## config.mk

```make
export PLATFORM = sky130hd
export DESIGN_NAME = la_capture
export DESIGN_NICKNAME = d
export VERILOG_FILES = /design/src/rtl/la_pkg.sv /design/src/rtl/la_ring_ram.sv /design/src/rtl/la_capture.sv
export SDC_FILE = /design/constraint.sdc
export NUM_CORES = 2
export LEC_CHECK = 0
export CORE_MARGIN = 5
export CORE_UTILIZATION = 30
export CTS_BUF_LIST = sky130_fd_sc_hd__clkbuf_8
export DETAILED_ROUTE_END_ITERATION = 12
export PLACE_DENSITY_LB_ADDON = 0.12
export SLEW_MARGIN = 20
export SYNTH_ARGS = -nofsm -noshare
export SYNTH_HDL_FRONTEND = slang
export SYNTH_SLANG_ARGS = --single-unit
```

## constraint.sdc

```tcl
create_clock -name i_clk -period 7.44 [get_ports i_clk]
set_clock_uncertainty 0.15 [all_clocks]
set_input_delay 1.116 -clock i_clk [delete_from_list [all_inputs] [get_ports i_clk]]
set_output_delay 1.116 -clock i_clk [all_outputs]
set_load 0.03 [all_outputs]
```

## src/rtl/la_pkg.sv

```systemverilog
// la_pkg -- shared types and helpers for the la_capture logic-analyser engine.
//
// Contents:
//   la_state_e : capture state machine encoding
//                (IDLE, PRE_FILL, WAIT_TRIG, POST, READOUT)
//   la_cfg_t   : clamped pre/post sample counts
//   clamp_cfg  : folds the requested pre/post counts into a window that fits
//                the ring buffer
package la_pkg;

   typedef enum logic [2:0] {
      IDLE,
      PRE_FILL,
      WAIT_TRIG,
      POST,
      READOUT
   } la_state_e;

   typedef struct packed {
      int pre;
      int post;
   } la_cfg_t;

   // The window must fit in the ring: at most DEPTH-1 history samples, at
   // least the trigger sample itself, and pre+post never above DEPTH.
   function automatic la_cfg_t clamp_cfg(input int pre, input int post, input int depth);
      la_cfg_t c;
      c.pre  = (pre >= depth) ? depth - 1 : pre;
      c.post = (post == 0) ? 1 : post;
      if (c.post > depth - c.pre) begin
         c.post = depth - c.pre;
      end
      return c;
   endfunction

endpackage

```

## src/rtl/la_ring_ram.sv

```systemverilog
// la_ring_ram -- DEPTH x W simple dual-port RAM for the capture ring buffer.
//
// Ports:
//   clk   : clock
//   we    : write enable, writes wdata to mem[waddr]
//   waddr : write address
//   wdata : write data
//   re    : read enable, registers mem[raddr] into rdata (one-cycle latency)
//   raddr : read address
//   rdata : registered read data, holds while re is low
module la_ring_ram #(
   parameter int W = 8,
   parameter int DEPTH = 256,
   localparam int AW = $clog2(DEPTH)
) (
   input  logic          clk,
   input  logic          we,
   input  logic [AW-1:0] waddr,
   input  logic [W-1:0]  wdata,
   input  logic          re,
   input  logic [AW-1:0] raddr,
   output logic [W-1:0]  rdata
);

   logic [W-1:0] mem [DEPTH];

   always_ff @(posedge clk) begin
      if (we) begin
         mem[waddr] <= wdata;
      end
      if (re) begin
         rdata <= mem[raddr];
      end
   end

endmodule

```

## src/rtl/la_capture.sv

```systemverilog
// la_capture -- logic-analyser capture engine for one probed bus.
//
// Samples i_data every i_prescaler+1 clocks into a DEPTH-entry ring, keeps a
// pre-trigger history, triggers on a masked level or rising pattern match and
// streams the captured window out over a valid/ready interface.
//
// Optional feature: define LA_CAPTURE_EXT_TRIG_EN to add i_ext_trig; a rising
// edge of it between consecutive sample ticks also triggers the capture.
//
// Ports:
//   i_clk, _rst            : clock, asynchronous active-low reset
//   i_data                 : probed bus
//   i_arm, i_abort         : start capture (IDLE only) / return to IDLE
//   i_trig_mask/value/edge : trigger pattern, 0 = level, 1 = rising match
//   i_prescaler            : sample every i_prescaler+1 clocks
//   i_pre_count/post_count : window size around the trigger
//   i_ext_trig             : external trigger (LA_CAPTURE_EXT_TRIG_EN only)
//   o_data/o_valid/o_last  : readout stream, i_ready accepts
//   o_running, o_triggered : status
module la_capture
   import la_pkg::*;
#(
   parameter int W = 8,
   parameter int DEPTH = 256,
   parameter int PW = 16,
   localparam int AW = $clog2(DEPTH)
) (
   input  logic          i_clk,
   input  logic          _rst,
   input  logic [W-1:0]  i_data,
   input  logic          i_arm,
   input  logic          i_abort,
   input  logic [W-1:0]  i_trig_mask,
   input  logic [W-1:0]  i_trig_value,
   input  logic          i_trig_edge,
   input  logic [PW-1:0] i_prescaler,
   input  logic [AW:0]   i_pre_count,
   input  logic [AW:0]   i_post_count,
`ifdef LA_CAPTURE_EXT_TRIG_EN
   input  logic          i_ext_trig,
`endif
   output logic [W-1:0]  o_data,
   output logic          o_valid,
   input  logic          i_ready,
   output logic          o_last,
   output logic          o_running,
   output logic          o_triggered
);

   la_state_e     state, state_next;
   la_cfg_t       arm_cfg;

   // latched configuration
   logic [W-1:0]  mask, value;
   logic          edge_mode;
   logic [PW-1:0] presc;
   logic [AW:0]   pre_n, post_n;

   // capture side
   logic [PW-1:0] presc_cnt;
   logic [AW-1:0] wr_ptr, trig_ptr;
   logic [AW:0]   cnt, cnt_inc;
   logic          match, match_prev, pat_trig, ext_rise, trig;
   logic          running, tick, arm_accept, go_readout;

   // readout side
   logic [AW-1:0] rd_ptr, raddr, start_ptr;
   logic [AW:0]   remaining, rem_base;
   logic          issue, rd_pend, pend_last, pop;
   logic [1:0]    occ;
   logic [W-1:0]  ram_q, skid_data;
   logic          skid_valid, skid_last;

   assign arm_cfg    = clamp_cfg(int'(i_pre_count), int'(i_post_count), DEPTH);
   assign running    = (state == PRE_FILL) || (state == WAIT_TRIG) || (state == POST);
   assign tick       = running && (presc_cnt == '0);
   assign arm_accept = (state == IDLE) && i_arm && !i_abort;
   assign cnt_inc    = cnt + (AW+1)'(1);
   assign o_running  = running;

   assign match    = ((i_data ^ value) & mask) == '0;
   assign pat_trig = edge_mode ? (match && !match_prev) : match;
   assign trig     = pat_trig || ext_rise;

`ifdef LA_CAPTURE_EXT_TRIG_EN
   logic ext_prev;

   always_ff @(posedge i_clk or negedge _rst) begin
      if (!_rst) begin
         ext_prev <= 1'b0;
      end else if (arm_accept) begin
         ext_prev <= 1'b0;
      end else if (tick) begin
         ext_prev <= i_ext_trig;
      end
   end

   assign ext_rise = i_ext_trig && !ext_prev;
`else
   assign ext_rise = 1'b0;
`endif

   // next state
   always_comb begin
      state_next = state;
      go_readout = 1'b0;
      case (state)
         IDLE: begin
            if (i_arm) begin
               state_next = (arm_cfg.pre == 0) ? WAIT_TRIG : PRE_FILL;
            end
         end
         PRE_FILL: begin
            if (tick && (cnt_inc == pre_n)) begin
               state_next = WAIT_TRIG;
            end
         end
         WAIT_TRIG: begin
            if (tick && trig) begin
               if (post_n == (AW+1)'(1)) begin
                  state_next = READOUT;
                  go_readout = 1'b1;
               end else begin
                  state_next = POST;
               end
            end
         end
         POST: begin
            if (tick && (cnt_inc == post_n)) begin
               state_next = READOUT;
               go_readout = 1'b1;
            end
         end
         READOUT: begin
            if (o_valid && i_ready && o_last) begin
               state_next = IDLE;
            end
         end
         default: state_next = IDLE;
      endcase
      if (i_abort) begin
         state_next = IDLE;
         go_readout = 1'b0;
      end
   end

   // The first read is issued in the cycle of the final write so the first
   // sample reaches o_data two cycles later. When the trigger itself ends the
   // capture, trig_ptr is not yet registered, so use wr_ptr directly.
   assign start_ptr = ((state == WAIT_TRIG) ? wr_ptr : trig_ptr) - pre_n[AW-1:0];
   assign raddr     = go_readout ? start_ptr : rd_ptr;
   assign rem_base  = go_readout ? (pre_n + post_n) : remaining;

   // Output register + skid + one read in flight never exceed two entries,
   // so a read is only issued when that budget has room after this cycle's pop.
   assign pop   = o_valid && i_ready;
   assign occ   = {1'b0, o_valid} + {1'b0, skid_valid} + {1'b0, rd_pend};
   assign issue = go_readout ||
                  ((state == READOUT) && !i_abort && (remaining != '0) &&
                   ((occ - {1'b0, pop}) < 2'd2));

   la_ring_ram #(.W(W), .DEPTH(DEPTH)) u_ram (
      .clk   (i_clk),
      .we    (tick),
      .waddr (wr_ptr),
      .wdata (i_data),
      .re    (issue),
      .raddr (raddr),
      .rdata (ram_q)
   );

   always_ff @(posedge i_clk or negedge _rst) begin
      if (!_rst) begin
         state       <= IDLE;
         mask        <= '0;
         value       <= '0;
         edge_mode   <= 1'b0;
         presc       <= '0;
         pre_n       <= '0;
         post_n      <= '0;
         presc_cnt   <= '0;
         wr_ptr      <= '0;
         trig_ptr    <= '0;
         rd_ptr      <= '0;
         cnt         <= '0;
         remaining   <= '0;
         match_prev  <= 1'b0;
         rd_pend     <= 1'b0;
         pend_last   <= 1'b0;
         skid_valid  <= 1'b0;
         skid_data   <= '0;
         skid_last   <= 1'b0;
         o_valid     <= 1'b0;
         o_data      <= '0;
         o_last      <= 1'b0;
         o_triggered <= 1'b0;
      end else if (i_abort) begin
         state       <= IDLE;
         remaining   <= '0;
         rd_pend     <= 1'b0;
         skid_valid  <= 1'b0;
         o_valid     <= 1'b0;
         o_data      <= '0;
         o_last      <= 1'b0;
         o_triggered <= 1'b0;
      end else begin
         state <= state_next;

         if (arm_accept) begin
            mask        <= i_trig_mask;
            value       <= i_trig_value;
            edge_mode   <= i_trig_edge;
            presc       <= i_prescaler;
            pre_n       <= (AW+1)'(arm_cfg.pre);
            post_n      <= (AW+1)'(arm_cfg.post);
            presc_cnt   <= '0;
            wr_ptr      <= '0;
            cnt         <= '0;
            // a pattern already present at arm must not look like an edge
            match_prev  <= 1'b1;
            o_triggered <= 1'b0;
         end

         if (tick) begin
            presc_cnt  <= presc;
            wr_ptr     <= wr_ptr + 1'b1;
            match_prev <= match;
            case (state)
               PRE_FILL: cnt <= cnt_inc;
               WAIT_TRIG: begin
                  if (trig) begin
                     cnt         <= (AW+1)'(1);
                     trig_ptr    <= wr_ptr;
                     o_triggered <= 1'b1;
                  end
               end
               POST:    cnt <= cnt_inc;
               default: ;
            endcase
         end else if (running) begin
            presc_cnt <= presc_cnt - 1'b1;
         end

         rd_pend <= issue;
         if (issue) begin
            rd_ptr    <= raddr + 1'b1;
            remaining <= rem_base - (AW+1)'(1);
            pend_last <= (rem_base == (AW+1)'(1));
         end

         // output register with one-entry skid
         if (o_valid && !i_ready) begin
            if (rd_pend) begin
               skid_valid <= 1'b1;
               skid_data  <= ram_q;
               skid_last  <= pend_last;
            end
         end else if (skid_valid) begin
            o_valid <= 1'b1;
            o_data  <= skid_data;
            o_last  <= skid_last;
            if (rd_pend) begin
               skid_data <= ram_q;
               skid_last <= pend_last;
            end else begin
               skid_valid <= 1'b0;
            end
         end else if (rd_pend) begin
            o_valid <= 1'b1;
            o_data  <= ram_q;
            o_last  <= pend_last;
         end else begin
            o_valid <= 1'b0;
            o_data  <= '0;
            o_last  <= 1'b0;
         end
      end
   end

endmodule
```

==> results by group <==
Outcome
  • Outcome: complete, no violations

Final layout
  • Layout Cells excl Fill: 11300
  • Most common cell after layout, fill and taps aside: edfxtp_1
  • Layout area overhead: 14.9%
  • Design area: 0.105 mm2
  • Fin nets: about 7100
  • Most frequent cells in the layout: edfxtp_1 (2056), nand2_1 (1167), clkbuf_8 (401), nor2_1 (354), mux2i_1 (324)
  • Multi-input logic area: 0.0240 mm2
  • Fraction of layout cells with a size suffix above 1: 0.122
  • Storage element area: 0.0651 mm2
  • Filler instances: ~30000

Hold path
  • Hold endpoint: u_ram.mem[206][7]
  • Min-Delay Path Depth: 1
  • Hold Path Origin: i_data[7]
  • Worst hold path type: in -> reg

CTS
  • H-tree depth reported by CTS: 5
  • Quantity of gates resized following cts: 0
  • Longest Clk Path Bufs: 4
  • Clock sink count: 2192
  • CTS tree: done
  • Worst-skew pair later-pin latency: 1.03 ns
  • CTS Buf Count: slightly below 400
  • Clk pin slew, worst setup/hold paths: 0.06 ns
  • Hold buffers post-CTS: 1
  • CTS root buf: clkbuf_8
  • Setup repair bufs after CTS: 0

Logic synthesis
  • Mapped Area: 0.0913 mm2
  • Synthesized instance count: 6719
  • Main area contributors after synthesis: edfxtp_1 (68%), nand2_1 (4.8%), dfrtp_1 (3.7%)
  • Synth Register Bits: 2192
  • Post-synth EDFFs: a little over 2000
  • Seq/Total Area, Yosys: 0.714
  • Synth warn: 0
  • Syn Area/Cell: ~14 um2
  • FFs w/ async S/R, synth: 0.0620
  • Syn Nets: about 6800
  • Yosys cell types: 103
  • Synth Flop Type: edfxtp_1
  • Area share of the largest cell type after synthesis: 0.676
  • Largest area contributor in the netlist: edfxtp_1

Setup path
  • Worst setup SP type: register
  • Worst Path Arrival: 7.95 ns
  • Crit path max fanout: 95
  • Worst R2R Start: state[0]
  • Worst path required time: 8.15 ns
  • Worst Setup End Kind: register
  • Reg2reg end: u_ram.rdata[7]
  • R2R cell count: 17
  • Critical path class: reg -> reg
  • Flop2flop setup slack: just over 0.2 ns

Routing
  • Iteration-0 DRC Markers: 6229
  • Number of routed nets with antenna violations: 0
  • Residual DRC count: 0
  • First-pass iteration count of the detailed router: 8
  • Routed vias: 60100
  • WL final: 339000 um
  • WL per Instance: 30.1 um
  • Drt via density: 5.33

Place
  • RePlAce Congestion: 0.829
  • Cells after DPL: 10600
  • Post-DP HPWL: 210000 um
  • Placed cell area: between 0.09 and 0.1 mm2
  • Buffers added on ports: 75

GRT
  • Gr usage total: 0.209
  • Overflow after GRT: 0
  • Initial antenna violation count: 21
  • Number of global-route vias before repair: 58800
  • First-pass GRT wire length: about 470000 um
  • Largest net degree at the start of global routing: 145

Power and ir drop
  • Maximum VDD drop: 476 uV
  • Pleak: between 0.03 and 0.04 uW
  • Pwr dens: 368 mW/mm2

Timing
  • Ratio of final minimum period to clock period: 0.973
  • Worst slew pin tran: 1.33 ns
  • Slew HR: 0.112
  • Minimum clock period: 7.24 ns
  • # setup viols final: 0
  • Fin. Hold Viols: 0
  • Final slew viol count: 0
  • FMAX: ~140 MHz
  • RSZ-0062 raised after global routing: no

Floorplan
  • Rows: about 200
  • IO Pins: 76
  • Die ar.: 0.315 mm2
  • Die width: between 500 and 600 um
  • Chip height: 562 um
  • Core footprint: 0.303 mm2
  • Starting Density: 0.301

Job
  • Max-cap violations: 0
## critical path: stages (launching register included)
cell,delay (ns)
dfrtp_1,0.56
inv_1,0.19
nand3b_1,0.35
o21ai_0,0.39
inv_1,0.09
fa_1,0.78
nor2_1,0.15
a32oi_4,0.32
and2_4,0.59
clkinv_16,0.39
buf_4,0.42
mux2i_1,0.15
a211oi_1,0.47
o221ai_1,0.41
o2111a_1,0.29
a221oi_1,0.80
buf_4,0.27
a31o_1,0.13
## stage by stage
| step | utilization | worst slack, ns | hold slack (ns) | setup TNS [ns] | total power [uW] |
|---|---|---|---|---|---|
| after floorplan | - | 2.57 | 0.288 | 0 | 22300 |
| after CTS | 0.346 | 0.395 | 0.143 | 0 | 38900 |
| after global routing | 0.346 | 0.0540 | 0.186 | 0 | 40300 |
| after global placement | 0.322 | -0.155 | 0.318 | -0.155 | 28400 |
| after detailed placement | 0.323 | 0.168 | 0.322 | 0 | 28400 |
| final | 0.346 | 0.202 | 0.225 | 0 | 38600 |
## metal layers
layer | vias to the layer above | part of all wire | GRT usage
met5 | - | 0.000077 | 0
li1 | 26200 | - | -
met3 | 452 | 0.065 | 0.0352
met2 | 2195 | 0.46 | 0.331
met1 | 31300 | 0.45 | 0.297
met4 | 4 | 0.025 | 0.0556
## sequential cells by signal, indices dropped and copies added, names as in the netlist, 9 cells and up
name	flops
cnt	9
post_n	9
pre_n	9
presc	16
presc_cnt	16
remaining	9
u_ram.mem	2048
## area by class of cell
type	instances	area share
multi-input cells	4000	0.229
well taps	3978	0.0475
diodes	17	0.000406
clock inverters	292	0.0139
repair buffers	366	0.0338
inverters	41	0.00180
flip-flops and latches	2192	0.621
clock buffers	401	0.0526
## worst max-delay path by stage
stage | start | to | depth (start not counted)
2_1_floorplan | i_abort | u_ram.rdata[0] | 12
3_3_place_gp | i_abort | u_ram.rdata[4] | 16
3_5_place_dp | i_abort | u_ram.rdata[7] | 16
4_1_cts | state[0] | u_ram.rdata[7] | 17
5_1_grt | state[0] | u_ram.rdata[7] | 18
6_report | state[0] | u_ram.rdata[7] | 17
## report_power, final
group          internal [uW]  switching (uW)
clock network           5210            5170
registers              13700             292
logic                   4320            9860
## cells by family (layout without fill, tap and decap cells)
family / count (synthesis) / count (layout) / share of synthesized area
buffers and inverters: 527 / 1100 / 0.0281
flip-flops: 2192 / 2192 / 0.714
AND/OR/NAND/NOR: 2244 / 2244 / 0.108
other: 1 / 18 / 0.0000411
AO/OA/AOI/OAI: 1269 / 1269 / 0.0955
adder cells (fa/ha/maj): 38 / 38 / 0.00537
XOR/XNOR: 69 / 69 / 0.00694
multiplexers: 379 / 379 / 0.0423
## Yosys cell counts, types with 94 or more instances
| master | count |
|---|---|
| nand3_1 | 307 |
| buf_2 | 202 |
| and3_1 | 177 |
| nor2_1 | 366 |
| edfxtp_1 | 2056 |
| a21oi_1 | 296 |
| o21ai_0 | 130 |
| nand2_1 | 1167 |
| a211oi_1 | 280 |
| mux2i_1 | 331 |
| a31oi_1 | 94 |
| dfrtp_1 | 136 |
| clkbuf_1 | 191 |
Power figures use the tool's default switching activity.
